## config.mk

```make
export PLATFORM = sky130hd
export DESIGN_NAME = signed_frame_mean_accumulator_flat
export DESIGN_NICKNAME = d
export VERILOG_FILES = /design/src/rtl/signed_frame_mean_accumulator_pkg.sv /design/src/rtl/signed_frame_mean_accumulator_if.sv /design/src/rtl/signed_frame_mean_accumulator_round_sat.sv /design/src/rtl/signed_frame_mean_accumulator.sv /design/src/flat_wrapper.sv
export SDC_FILE = /design/constraint.sdc
export NUM_CORES = 1
export LEC_CHECK = 0
export ABC_AREA = 1
export CAP_MARGIN = 20
export CELL_PAD_IN_SITES_DETAIL_PLACEMENT = 1
export CELL_PAD_IN_SITES_GLOBAL_PLACEMENT = 1
export CORE_UTILIZATION = 36
export CTS_BUF_LIST = sky130_fd_sc_hd__clkbuf_8
export DETAILED_ROUTE_END_ITERATION = 7
export GPL_TIMING_DRIVEN = 0
export PLACE_DENSITY_LB_ADDON = 0.3
export SYNTH_ARGS = -nofsm -noshare
export SYNTH_HDL_FRONTEND = slang
export SYNTH_SLANG_ARGS = --single-unit
```

## constraint.sdc

```tcl
create_clock -name clk -period 1.6 [get_ports clk]
set_input_delay 0.24 -clock clk [delete_from_list [all_inputs] [get_ports clk]]
set_output_delay 0.24 -clock clk [all_outputs]
set_load 0.005 [all_outputs]
```

## src/rtl/signed_frame_mean_accumulator_pkg.sv

```systemverilog
// Shared fixed-point constants and FSM state type for the frame mean path.
// Build option: ACC_ROUND_EN selects round-half-up instead of floor.
package fxp_pkg;

    localparam int IN_W    = 9;
    localparam int OUT_W   = 8;
    localparam int FRAC_W  = 4;
    localparam int OUT_MAX = 127;
    localparam int OUT_MIN = -128;

    typedef enum logic {
        ACCUM = 1'b0,
        HOLD  = 1'b1
    } state_e;

endpackage

```

## src/rtl/signed_frame_mean_accumulator_if.sv

```systemverilog
// Sample-in / mean-out valid-ready bundle for the frame mean accumulator.
// Build option: ACC_ROUND_EN (no effect on this interface).
interface signed_frame_mean_accumulator_if;
    import fxp_pkg::*;

    logic             in_valid;
    logic             in_ready;
    logic [IN_W-1:0]  in_data;
    logic             out_valid;
    logic             out_ready;
    logic [OUT_W-1:0] out_data;
    logic             out_sat;

    modport master (
        output in_valid, in_data, out_ready,
        input  in_ready, out_valid, out_data, out_sat
    );

    modport slave (
        input  in_valid, in_data, out_ready,
        output in_ready, out_valid, out_data, out_sat
    );

endinterface

```

## src/rtl/signed_frame_mean_accumulator_round_sat.sv

```systemverilog
// Divide a frame total by 2^SHIFT and clip to signed Q4.4.
// Build option: ACC_ROUND_EN adds half an LSB before the shift.
module fxp_round_sat
    import fxp_pkg::*;
#(
    parameter int ACC_W = 11,
    parameter int SHIFT = 2
) (
    input  logic signed [ACC_W-1:0] total,
    output logic        [OUT_W-1:0] data,
    output logic                    sat
);

    localparam logic signed [ACC_W:0] MAX_W = (ACC_W+1)'(OUT_MAX);
    localparam logic signed [ACC_W:0] MIN_W = (ACC_W+1)'(OUT_MIN);

    logic signed [ACC_W:0] biased;
    logic signed [ACC_W:0] q;

`ifdef ACC_ROUND_EN
    localparam logic signed [ACC_W:0] HALF = (ACC_W+1)'(1 << (SHIFT - 1));
    // One extra bit keeps the rounding add from wrapping.
    assign biased = {total[ACC_W-1], total} + HALF;
`else
    assign biased = {total[ACC_W-1], total};
`endif

    assign q = biased >>> SHIFT;

    always_comb begin
        data = q[OUT_W-1:0];
        sat  = 1'b0;
        if (q > MAX_W) begin
            data = OUT_W'(OUT_MAX);
            sat  = 1'b1;
        end else if (q < MIN_W) begin
            data = OUT_W'(OUT_MIN);
            sat  = 1'b1;
        end
    end

endmodule

```

## src/rtl/signed_frame_mean_accumulator.sv

```systemverilog
// Accumulates FRAME_LEN Q5.4 samples and emits one saturated Q4.4 mean per frame.
// Build option: ACC_ROUND_EN rounds the mean half toward +inf.
module signed_frame_mean_accumulator
    import fxp_pkg::*;
#(
    parameter int FRAME_LEN = 4,
    parameter int SHIFT     = $clog2(FRAME_LEN),
    parameter int ACC_W     = IN_W + SHIFT
) (
    input  logic clk,
    input  logic rst_n,
    input  logic clear,
    signed_frame_mean_accumulator_if.slave bus
);

    state_e state_q, state_d;

    logic signed [ACC_W-1:0] acc_q, acc_d;
    logic        [SHIFT-1:0] cnt_q, cnt_d;
    logic                    out_valid_q, out_valid_d;
    logic        [OUT_W-1:0] out_data_q, out_data_d;
    logic                    out_sat_q, out_sat_d;

    logic signed [ACC_W-1:0] total;
    logic        [OUT_W-1:0] rs_data;
    logic                    rs_sat;
    logic                    last;

    assign total = acc_q + {{SHIFT{bus.in_data[IN_W-1]}}, bus.in_data};
    assign last  = (cnt_q == SHIFT'(FRAME_LEN - 1));

    fxp_round_sat #(
        .ACC_W (ACC_W),
        .SHIFT (SHIFT)
    ) u_round_sat (
        .total (total),
        .data  (rs_data),
        .sat   (rs_sat)
    );

    always_comb begin
        state_d     = state_q;
        acc_d       = acc_q;
        cnt_d       = cnt_q;
        out_valid_d = out_valid_q;
        out_data_d  = out_data_q;
        out_sat_d   = out_sat_q;
        if (clear) begin
            state_d     = ACCUM;
            acc_d       = '0;
            cnt_d       = '0;
            out_valid_d = 1'b0;
        end else begin
            unique case (state_q)
                ACCUM: begin
                    if (bus.in_valid) begin
                        if (last) begin
                            state_d     = HOLD;
                            acc_d       = '0;
                            cnt_d       = '0;
                            out_valid_d = 1'b1;
                            out_data_d  = rs_data;
                            out_sat_d   = rs_sat;
                        end else begin
                            acc_d = total;
                            cnt_d = cnt_q + SHIFT'(1);
                        end
                    end
                end
                HOLD: begin
                    if (bus.out_ready) begin
                        state_d     = ACCUM;
                        out_valid_d = 1'b0;
                    end
                end
                default: state_d = ACCUM;
            endcase
        end
    end

    always_ff @(posedge clk or negedge rst_n) begin
        if (!rst_n) begin
            state_q     <= ACCUM;
            acc_q       <= '0;
            cnt_q       <= '0;
            out_valid_q <= 1'b0;
            out_data_q  <= '0;
            out_sat_q   <= 1'b0;
        end else begin
            state_q     <= state_d;
            acc_q       <= acc_d;
            cnt_q       <= cnt_d;
            out_valid_q <= out_valid_d;
            out_data_q  <= out_data_d;
            out_sat_q   <= out_sat_d;
        end
    end

    assign bus.in_ready  = (state_q == ACCUM);
    assign bus.out_valid = out_valid_q;
    assign bus.out_data  = out_data_q;
    assign bus.out_sat   = out_sat_q;

endmodule

```

## src/flat_wrapper.sv

```systemverilog
// flat-port wrapper written by rule: the top's interface ports become plain ports
module signed_frame_mean_accumulator_flat import fxp_pkg::*;
#(
    parameter int FRAME_LEN = 4,
    parameter int SHIFT     = $clog2(FRAME_LEN),
    parameter int ACC_W     = IN_W + SHIFT
)
  (clk, rst_n, clear, bus_in_valid, bus_in_data, bus_out_ready, bus_in_ready, bus_out_valid, bus_out_data, bus_out_sat);
  signed_frame_mean_accumulator_if bus_i ();
  input  logic clk;
  input  logic rst_n;
  input  logic clear;
  input wire logic [$bits(bus_i.in_valid)-1:0] bus_in_valid;
  input wire logic [$bits(bus_i.in_data)-1:0] bus_in_data;
  input wire logic [$bits(bus_i.out_ready)-1:0] bus_out_ready;
  output wire logic [$bits(bus_i.in_ready)-1:0] bus_in_ready;
  output wire logic [$bits(bus_i.out_valid)-1:0] bus_out_valid;
  output wire logic [$bits(bus_i.out_data)-1:0] bus_out_data;
  output wire logic [$bits(bus_i.out_sat)-1:0] bus_out_sat;
  assign bus_i.in_valid = bus_in_valid;
  assign bus_i.in_data = bus_in_data;
  assign bus_i.out_ready = bus_out_ready;
  assign bus_in_ready = bus_i.in_ready;
  assign bus_out_valid = bus_i.out_valid;
  assign bus_out_data = bus_i.out_data;
  assign bus_out_sat = bus_i.out_sat;
  signed_frame_mean_accumulator #(.FRAME_LEN(FRAME_LEN), .SHIFT(SHIFT), .ACC_W(ACC_W)) u_core (.clk(clk), .rst_n(rst_n), .clear(clear), .bus(bus_i));
endmodule
```

==> summary.md, run 1 <==
| Metric | Value |
|---|---|
| Yosys cell types | 22 |
| Launch point of the worst reg-to-reg path | u_core.acc_q[3]$_DFFE_PN0P_ |
| Instance count of the mapped netlist | 207 |
| Clock transition time at the flip-flop clock pins of the worst setup and hold paths | 0.09 ns |
| Crit path to | u_core.bus.out_data[3]$_DFFE_PN0P_ |
| Height of the die | 67.7 um |
| Warnings, synthesis | 0 |
| Post-route non-filler standard cell count | 306 |
| Proportion of synthesized flip-flops having asynchronous set or reset | 100% |
| Average cell area after synthesis | 7.50 um^2 |
| Clock skew after layout | 0.0104 ns |
| Worst-case headroom to the max-slew limit | 63.3% |
| TritonCTS buffer count | 3 |
| Crit path time final | 2.06 ns |
| Top-area cell type share of the netlist area | 38.7% |
| Dominant cell by count in the synthesized netlist | nand2_1 |
| Die outline width | 67.7 um |
| Initial cell density of the core | 38.3% |
| Count of boundary I/O pins | 25 |
| Maximum root-to-sink buffer count | 2 |
| Post-Route WL | 5560 um |
| Internal reg-to-reg setup slack | -0.46 ns |
| Sum of negative setup slack | -4.28 ns |
| Area delta synth->final | 57.5% |
| Count of state elements after synthesis | 24 |
| DRC violations left | 0 |
| WP data arrival | 2.22 ns |
| CTS Hold Bufs | 0 |
| Total leakage power | 1.20 nW |
| Crit Path Category | reg -> reg |
| Synth top cells by count | nand2_1, dfrtp_1, inv_1, nand3_1, ha_1 |
| Drt initial violations | 36 |
| Count of endpoints failing setup in the final report | 16 |
| Final hold slack | 0.197 ns |
| Later-pin clock latency in the skew report | 0.28 ns |
| Synthesized cell area | 0.00155 mm^2 |
| Final core utilization | 60.3% |
| Max-cap viol count | 0 |
| Final slew viol count | 0 |
| Worst reg-to-reg path cell count | 13 |
| Share of the clock period used by the worst path after layout | 128% |
| Port bufs | 24 |
| WL/cell | 18.2 um |
| Main flop type after synthesis | dfrtp_1 |
| Total global routing overflow | 0 |
| Final hold viol count | 0 |
| DRT Pass-1 Iters | 4 |
| Global Route Usage Sum | 21.5% |
| Setup repair after global routing missed its margin | yes |
| Total core area | 0.00406 mm^2 |
| Reg-to-reg endpoint | u_core.bus.out_data[3]$_DFFE_PN0P_ |
| Required time worst endpoint | 1.76 ns |
| Clock tree from TritonCTS | built |
| Setup ws final | -0.455 ns |
| Critical path endpoint category | flop |
| Number of nets in the layout | 283 |
| Sort of element at the start of the critical path | flop |
| Synth top area cells | dfrtp_1, nand2_1, ha_1, inv_1, nand3_1 |
| Half-perimeter wire length after detailed placement | 3050 um |
| Global-route wire length before repair | 7250 um |
| Met1 Usage GRT | 27.4% |
| Floorplan die area | 0.00458 mm^2 |
| Placed Cells | 281 |
| Std-Cell Rows | 23 |
| Biggest fanout along the worst timing path | 7 |
| TritonCTS sink count | 24 |
| Top achievable clock speed | 487 MHz |
| Vias per std cell | 5.24 |
| Peak supply drop | 0.694 mV |
| Via count of the routed design | 1604 |
| Power Total | 3.08 mW |
| Number of global-route vias before repair | 1518 |
| Actual slew at the worst max-slew pin | 0.551 ns |
| Antenna-violating nets left | 0 |
| Final estimated routing congestion in global placement | 0.770 |
| Initial antenna violation count | 0 |
| Part of the Yosys area used for sequential elements | 38.7% |
| Number of diodes | 0 |
| Result of the run | finished with violations |
| Power density of the placed cells | 1260 mW/mm^2 |
| Synthesized Nets | 233 |
| Cell at the root of the clock tree | clkbuf_8 |
| Layout cell share with drive strength beyond 1 | 37.1% |
| Routing usage on met3 | 3.21% |
| Depth of the CTS H-tree | 1 |
| Critical path startpoint | u_core.acc_q[3]$_DFFE_PN0P_ |
| Busiest grt layer | met2 |
| Largest area contributor in the synthesized netlist | dfrtp_1 |
| EDFF count, synth | 0 |
| Class of the most critical hold timing path | in -> async |
| Met2 usage | 37.1% |
| Failing checks | negative setup slack |
| Maximum number of pins on one net before global-route repair | 25 |
## critical path: stages, from the launching register on
cell and delay [ns]:
dfrtp_1 0.45, ha_4 0.29, buf_4 0.14, nand2_2 0.11, nor2_2 0.05, nand3_2 0.09
nand4_1 0.15, buf_4 0.19, nand2_4 0.09, nand2_8 0.08, nand2_1 0.07, nand2_1 0.07
nand2_1 0.10, nand2_1 0.06
## cell families (layout without fill, tap and decap cells)
kind of cell,after synthesis,after routing,synth area share [%]
buffers and inverters,26,75,6.29
adders and majority gates,12,12,10.2
AOI/OAI and AO/OA,22,22,8.70
and+or+nand+nor,116,116,32.2
xor gates and xnor gates,7,7,3.95
DFF,24,24,38.7
## stage by stage
stage                     setup slack (ns)  instance area (um^2)
after floorplan                    -0.0784                  1570
after global placement              -0.675                  1870
after detailed placement            -0.736                  1870
after CTS                           -0.297                  2140
after global routing                -0.528                  2440
final                               -0.455                  2440
## worst min path at each step
stage                                            start                                 end  slack, ns  cells after the start
finish                                           rst_n         u_core.acc_q[8]$_DFFE_PN0P_       0.20                      1
CTS                                     bus_in_data[0]         u_core.acc_q[0]$_DFFE_PN0P_       0.45                      3
global placement    u_core.bus.out_data[1]$_DFFE_PN0P_  u_core.bus.out_data[1]$_DFFE_PN0P_       0.46                      2
global route                                     rst_n         u_core.acc_q[8]$_DFFE_PN0P_       0.21                      1
detailed placement  u_core.bus.out_data[6]$_DFFE_PN0P_  u_core.bus.out_data[6]$_DFFE_PN0P_       0.46                      2
floorplan                                        rst_n         u_core.acc_q[0]$_DFFE_PN0P_      -0.06                      0
## final cells by class
cell class                 instances  area [um^2]
buffer                             3         11.3
clock buffer                       4         55.1
fill                             472         1610
inverter                          23         88.8
multi-input combinational        157         1200
sequential                        24          601
tap                               50         62.6
timing repair buffer              45          429
## report_power, final
group	switching, mW	internal, mW	leakage [nW]
clock	0.204	0.220	0.0288
sequential	0.124	0.765	0.319
combinational	0.945	0.819	0.853
total	1.27	1.80	1.20
## per-layer routing
metal / part of all wire (%) / up-vias / wire length (um)
met5: 0 / - / 0
li1: - / 767 / -
met3: 3.7 / 23 / 206
met1: 41 / 778 / 2270
met2: 52 / 36 / 2880
met4: 3.8 / 0 / 210
## timing repair
| action | 4_1_cts | 5_1_grt |
|---|---|---|
| gates resized for setup | 29 | 52 |
| buffers inserted | 7 | 13 |
| pin swaps | 14 | 35 |
| setup endpoints to repair | 18 | 20 |
## cells in the final DEF, fill, tap and decap left out, types with 2 or more instances in the layout
| master | count |
|---|---|
| a21oi_1 | 4 |
| a21oi_2 | 2 |
| a21oi_4 | 3 |
| a32o_1 | 3 |
| buf_4 | 18 |
| buf_6 | 2 |
| clkbuf_1 | 2 |
| clkbuf_8 | 4 |
| clkdlybuf4s50_1 | 18 |
| dfrtp_1 | 24 |
| dlygate4sd2_1 | 3 |
| dlymetal6s2s_1 | 3 |
| ha_1 | 2 |
| ha_4 | 8 |
| inv_1 | 16 |
| inv_2 | 6 |
| nand2_1 | 54 |
| nand2_2 | 23 |
| nand2_4 | 5 |
| nand3_1 | 12 |
| nand3_2 | 5 |
| nand4_1 | 2 |
| nor2_1 | 7 |
| nor2_2 | 2 |
| nor2_4 | 3 |
| o21ai_0 | 3 |
| o21ai_2 | 2 |
| xnor2_1 | 3 |
| xor2_2 | 3 |
## sequential cells by signal, indices dropped and copies added, names as in the netlist
name,flops
u_core.acc_q,11
u_core.bus.out_data,8
u_core.bus.out_sat,1
u_core.bus.out_valid,1
u_core.cnt_q,2
u_core.state_q,1
(Power assumes the default switching activity.)
==> run 2: changes to the inputs <==
--- a/config.mk
+++ b/config.mk
@@ -14,6 +14,7 @@
 export DETAILED_ROUTE_END_ITERATION = 7
 export GPL_TIMING_DRIVEN = 0
 export PLACE_DENSITY_LB_ADDON = 0.3
+export SLEW_MARGIN = 20
 export SYNTH_ARGS = -nofsm -noshare
 export SYNTH_HDL_FRONTEND = slang
 export SYNTH_SLANG_ARGS = --single-unit
==> summary.md, run 2 (synthesis results as in run 1) <==
| Metric | Value |
|---|---|
| Power density of the placed cells | 1260 mW/mm^2 (about the same) |
| Register bank with the most flops | u_core.acc_q |
| Final estimated routing congestion in global placement | 0.770 (unchanged) |
| Initial cell density of the core | 38.3% (unchanged) |
| Worst path max stage delay | 0.45 ns (about the same) |
| Sort of element at the start of the critical path | flop |
| Depth of the CTS H-tree | 1 (unchanged) |
| Sum of negative setup slack | -3.73 ns (+0.550 ns) |
| Maximum number of pins on one net before global-route repair | 25 (unchanged) |
| WL/cell | 17.1 um (-5.8%) |
| Global-route wire length before repair | 7250 um (unchanged) |
| Share of the clock period used by the worst path after layout | 124% (-4.2 points) |
| DR top layer | met4 |
| Clock skew after layout | 0.00261 ns (-0.00775 ns) |
| Cell with the largest stage delay on the worst path | dfrtp_1 |
| Initial antenna violation count | 0 (unchanged) |
| Post-route non-filler standard cell count | 302 (-1.3%) |
| Layout cell share with drive strength beyond 1 | 31.3% (-5.8 points) |
| Setup ws final | -0.389 ns (+0.0667 ns) |
| Actual slew at the worst max-slew pin | 0.582 ns (+0.0303 ns) |
| Required time worst endpoint | 1.81 ns (+0.05 ns) |
| Height of the die | 67.7 um (unchanged) |
| Global Route Usage Sum | 21.5% (unchanged) |
| Maximum root-to-sink buffer count | 2 (unchanged) |
| Number of diodes | 0 (unchanged) |
| Vias per std cell | 5.16 (-1.6%) |
| Count of boundary I/O pins | 25 (unchanged) |
| Setup repair after global routing missed its margin | yes |
| Commonest cells after routing, fill and taps aside | nand2_1, dfrtp_1, inv_1, nand2_2, clkdlybuf4s50_1 |
| Cell-by-cell trace of the critical path | ha_4 -> nand2_4 -> nor2_4 -> nand3_2 -> nand4_1 -> buf_4 -> nand4_4 -> nand2_2 -> nand2_2 -> nand2_1 |
| Peak supply drop | 0.710 mV (+2.3%) |
| Max-cap viol count | 0 (unchanged) |
| Max FFs per register | 11 (unchanged) |
| Clock transition time at the flip-flop clock pins of the worst setup and hold paths | 0.08 ns (about the same) |
| DRC violations left | 0 (unchanged) |
| Total leakage power | 1.15 nW (-4.0%) |
| Number of global-route vias before repair | 1518 (unchanged) |
| Post-Route WL | 5170 um (-7.0%) |
| Class of the most critical hold timing path | in -> reg |
| TritonCTS sink count | 24 (unchanged) |
| Later-pin clock latency in the skew report | 0.27 ns (about the same) |
| Number of nets in the layout | 279 (-1.4%) |
| Critical path endpoint category | flop |
| Biggest fanout along the worst timing path | 8 (+1) |
| Half-perimeter wire length after detailed placement | 3050 um (unchanged) |
| Crit path time final | 1.99 ns (-0.0667 ns) |
| Most common library cell in the layout ignoring fill and taps | nand2_1 |
| Via count of the routed design | 1558 (-2.9%) |
| DRT Pass-1 Iters | 4 (unchanged) |
| Result of the run | finished with violations |
| Met1 Wirelength | 2220 um (-2.2%) |
| Port bufs | 24 (unchanged) |
| TritonCTS buffer count | 3 (unchanged) |
| Total core area | 0.00406 mm^2 (unchanged) |
| Count of endpoints failing setup in the final report | 15 (-1) |
| Std-Cell Rows | 23 (unchanged) |
| Final slew viol count | 0 (unchanged) |
| Failing checks | negative setup slack |
| Clock tree from TritonCTS | built |
| Area delta synth->final | 49.6% |
| Most frequent cell on the critical path | nand2_2 |
| Drt initial violations | 45 (+25%) |
| Worst-case headroom to the max-slew limit | 61.2% (-2.0 points) |
| Cell at the root of the clock tree | clkbuf_8 |
| Floorplan die area | 0.00458 mm^2 (unchanged) |
| Final hold viol count | 0 (unchanged) |
| WP data arrival | 2.20 ns (-0.02 ns) |
| Total global routing overflow | 0 (unchanged) |
| Antenna-violating nets left | 0 (unchanged) |
| Crit Path Category | reg -> reg |
| Die outline width | 67.7 um (unchanged) |
| Placed Cells | 281 (unchanged) |
| Met3 routed wirelength | 107 um (-48%) |
| Detail Route met2 WL | 2750 um (-4.5%) |
| Top achievable clock speed | 503 MHz (+3.4%) |
-- run 2: final cells by class --
type                    instances  area, um^2
clock buffers                   4        55.1
flip-flops and latches         24         601
plain buffers                   3        11.3
repair buffers                 41         383
multi-input cells             157        1120
fillers                       487        1730
well taps                      50        62.6
inverters                      23        86.3
-- run 2: per-stage QoR --
step / cell area, um^2 / utilization [%] / worst slack, ns / total power [mW] / hold WS [ns]
finish: 2320 / 57.3 / -0.389 / 2.92 / 0.474
global route: 2320 / 57.3 / -0.454 / 3.12 / 0.489
CTS: 2140 / 52.8 / -0.297 / 2.69 / 0.449
detailed placement: 1870 / 46.2 / -0.736 / 2.01 / 0.465
global placement: 1870 / 46.2 / -0.675 / 1.97 / 0.464
floorplan: 1570 / - / -0.0784 / 1.58 / -0.0556
-- run 2: report_power, final --
part | internal (mW) | total [mW] | switching, mW
Clock | 0.220 | 0.411 | 0.191
Combinational | 0.764 | 1.63 | 0.863
Sequential | 0.765 | 0.886 | 0.121
Total | 1.75 | 2.92 | 1.17
-- run 2: layer usage --
| layer | global-route usage (%) | up-vias |
|---|---|---|
| met5 | 0 | - |
| met4 | 5.85 | 0 |
| met3 | 3.21 | 9 |
| met2 | 37.1 | 31 |
| met1 | 27.4 | 764 |
| li1 | - | 754 |
-- run 2: path summary, 6_finish.rpt --
path | from | endpoint | slack, ns | cells past startpoint
max | u_core.acc_q[6]$_DFFE_PN0P_ | u_core.bus.out_data[0]$_DFFE_PN0P_ | -0.39 | 10
min | bus_in_data[0] | u_core.acc_q[0]$_DFFE_PN0P_ | 0.47 | 3
max reg2reg | u_core.acc_q[6]$_DFFE_PN0P_ | u_core.bus.out_data[0]$_DFFE_PN0P_ | -0.39 | 10
min reg2reg | u_core.bus.out_data[3]$_DFFE_PN0P_ | u_core.bus.out_data[3]$_DFFE_PN0P_ | 0.48 | 2
max in group asynchronous | rst_n | u_core.acc_q[1]$_DFFE_PN0P_ | 0.72 | 2
min in group asynchronous | rst_n | u_core.acc_q[8]$_DFFE_PN0P_ | 0.50 | 2
-- run 2: worst max-delay path: cells and delay by family (launching register included) --
kind,cells,cell delay [ns]
flops,1,0.45
buf+inv,1,0.16
simple gates,8,0.95
fa+ha+maj,1,0.36
-- run 2: repair_timing --
item,in CTS,in global routing
hold buffers,0,1
endpoints found under the setup margin,18,20
pin swaps,14,21
setup buffers,7,9
endpoints found under the hold margin,0,24
gates resized for setup,29,31
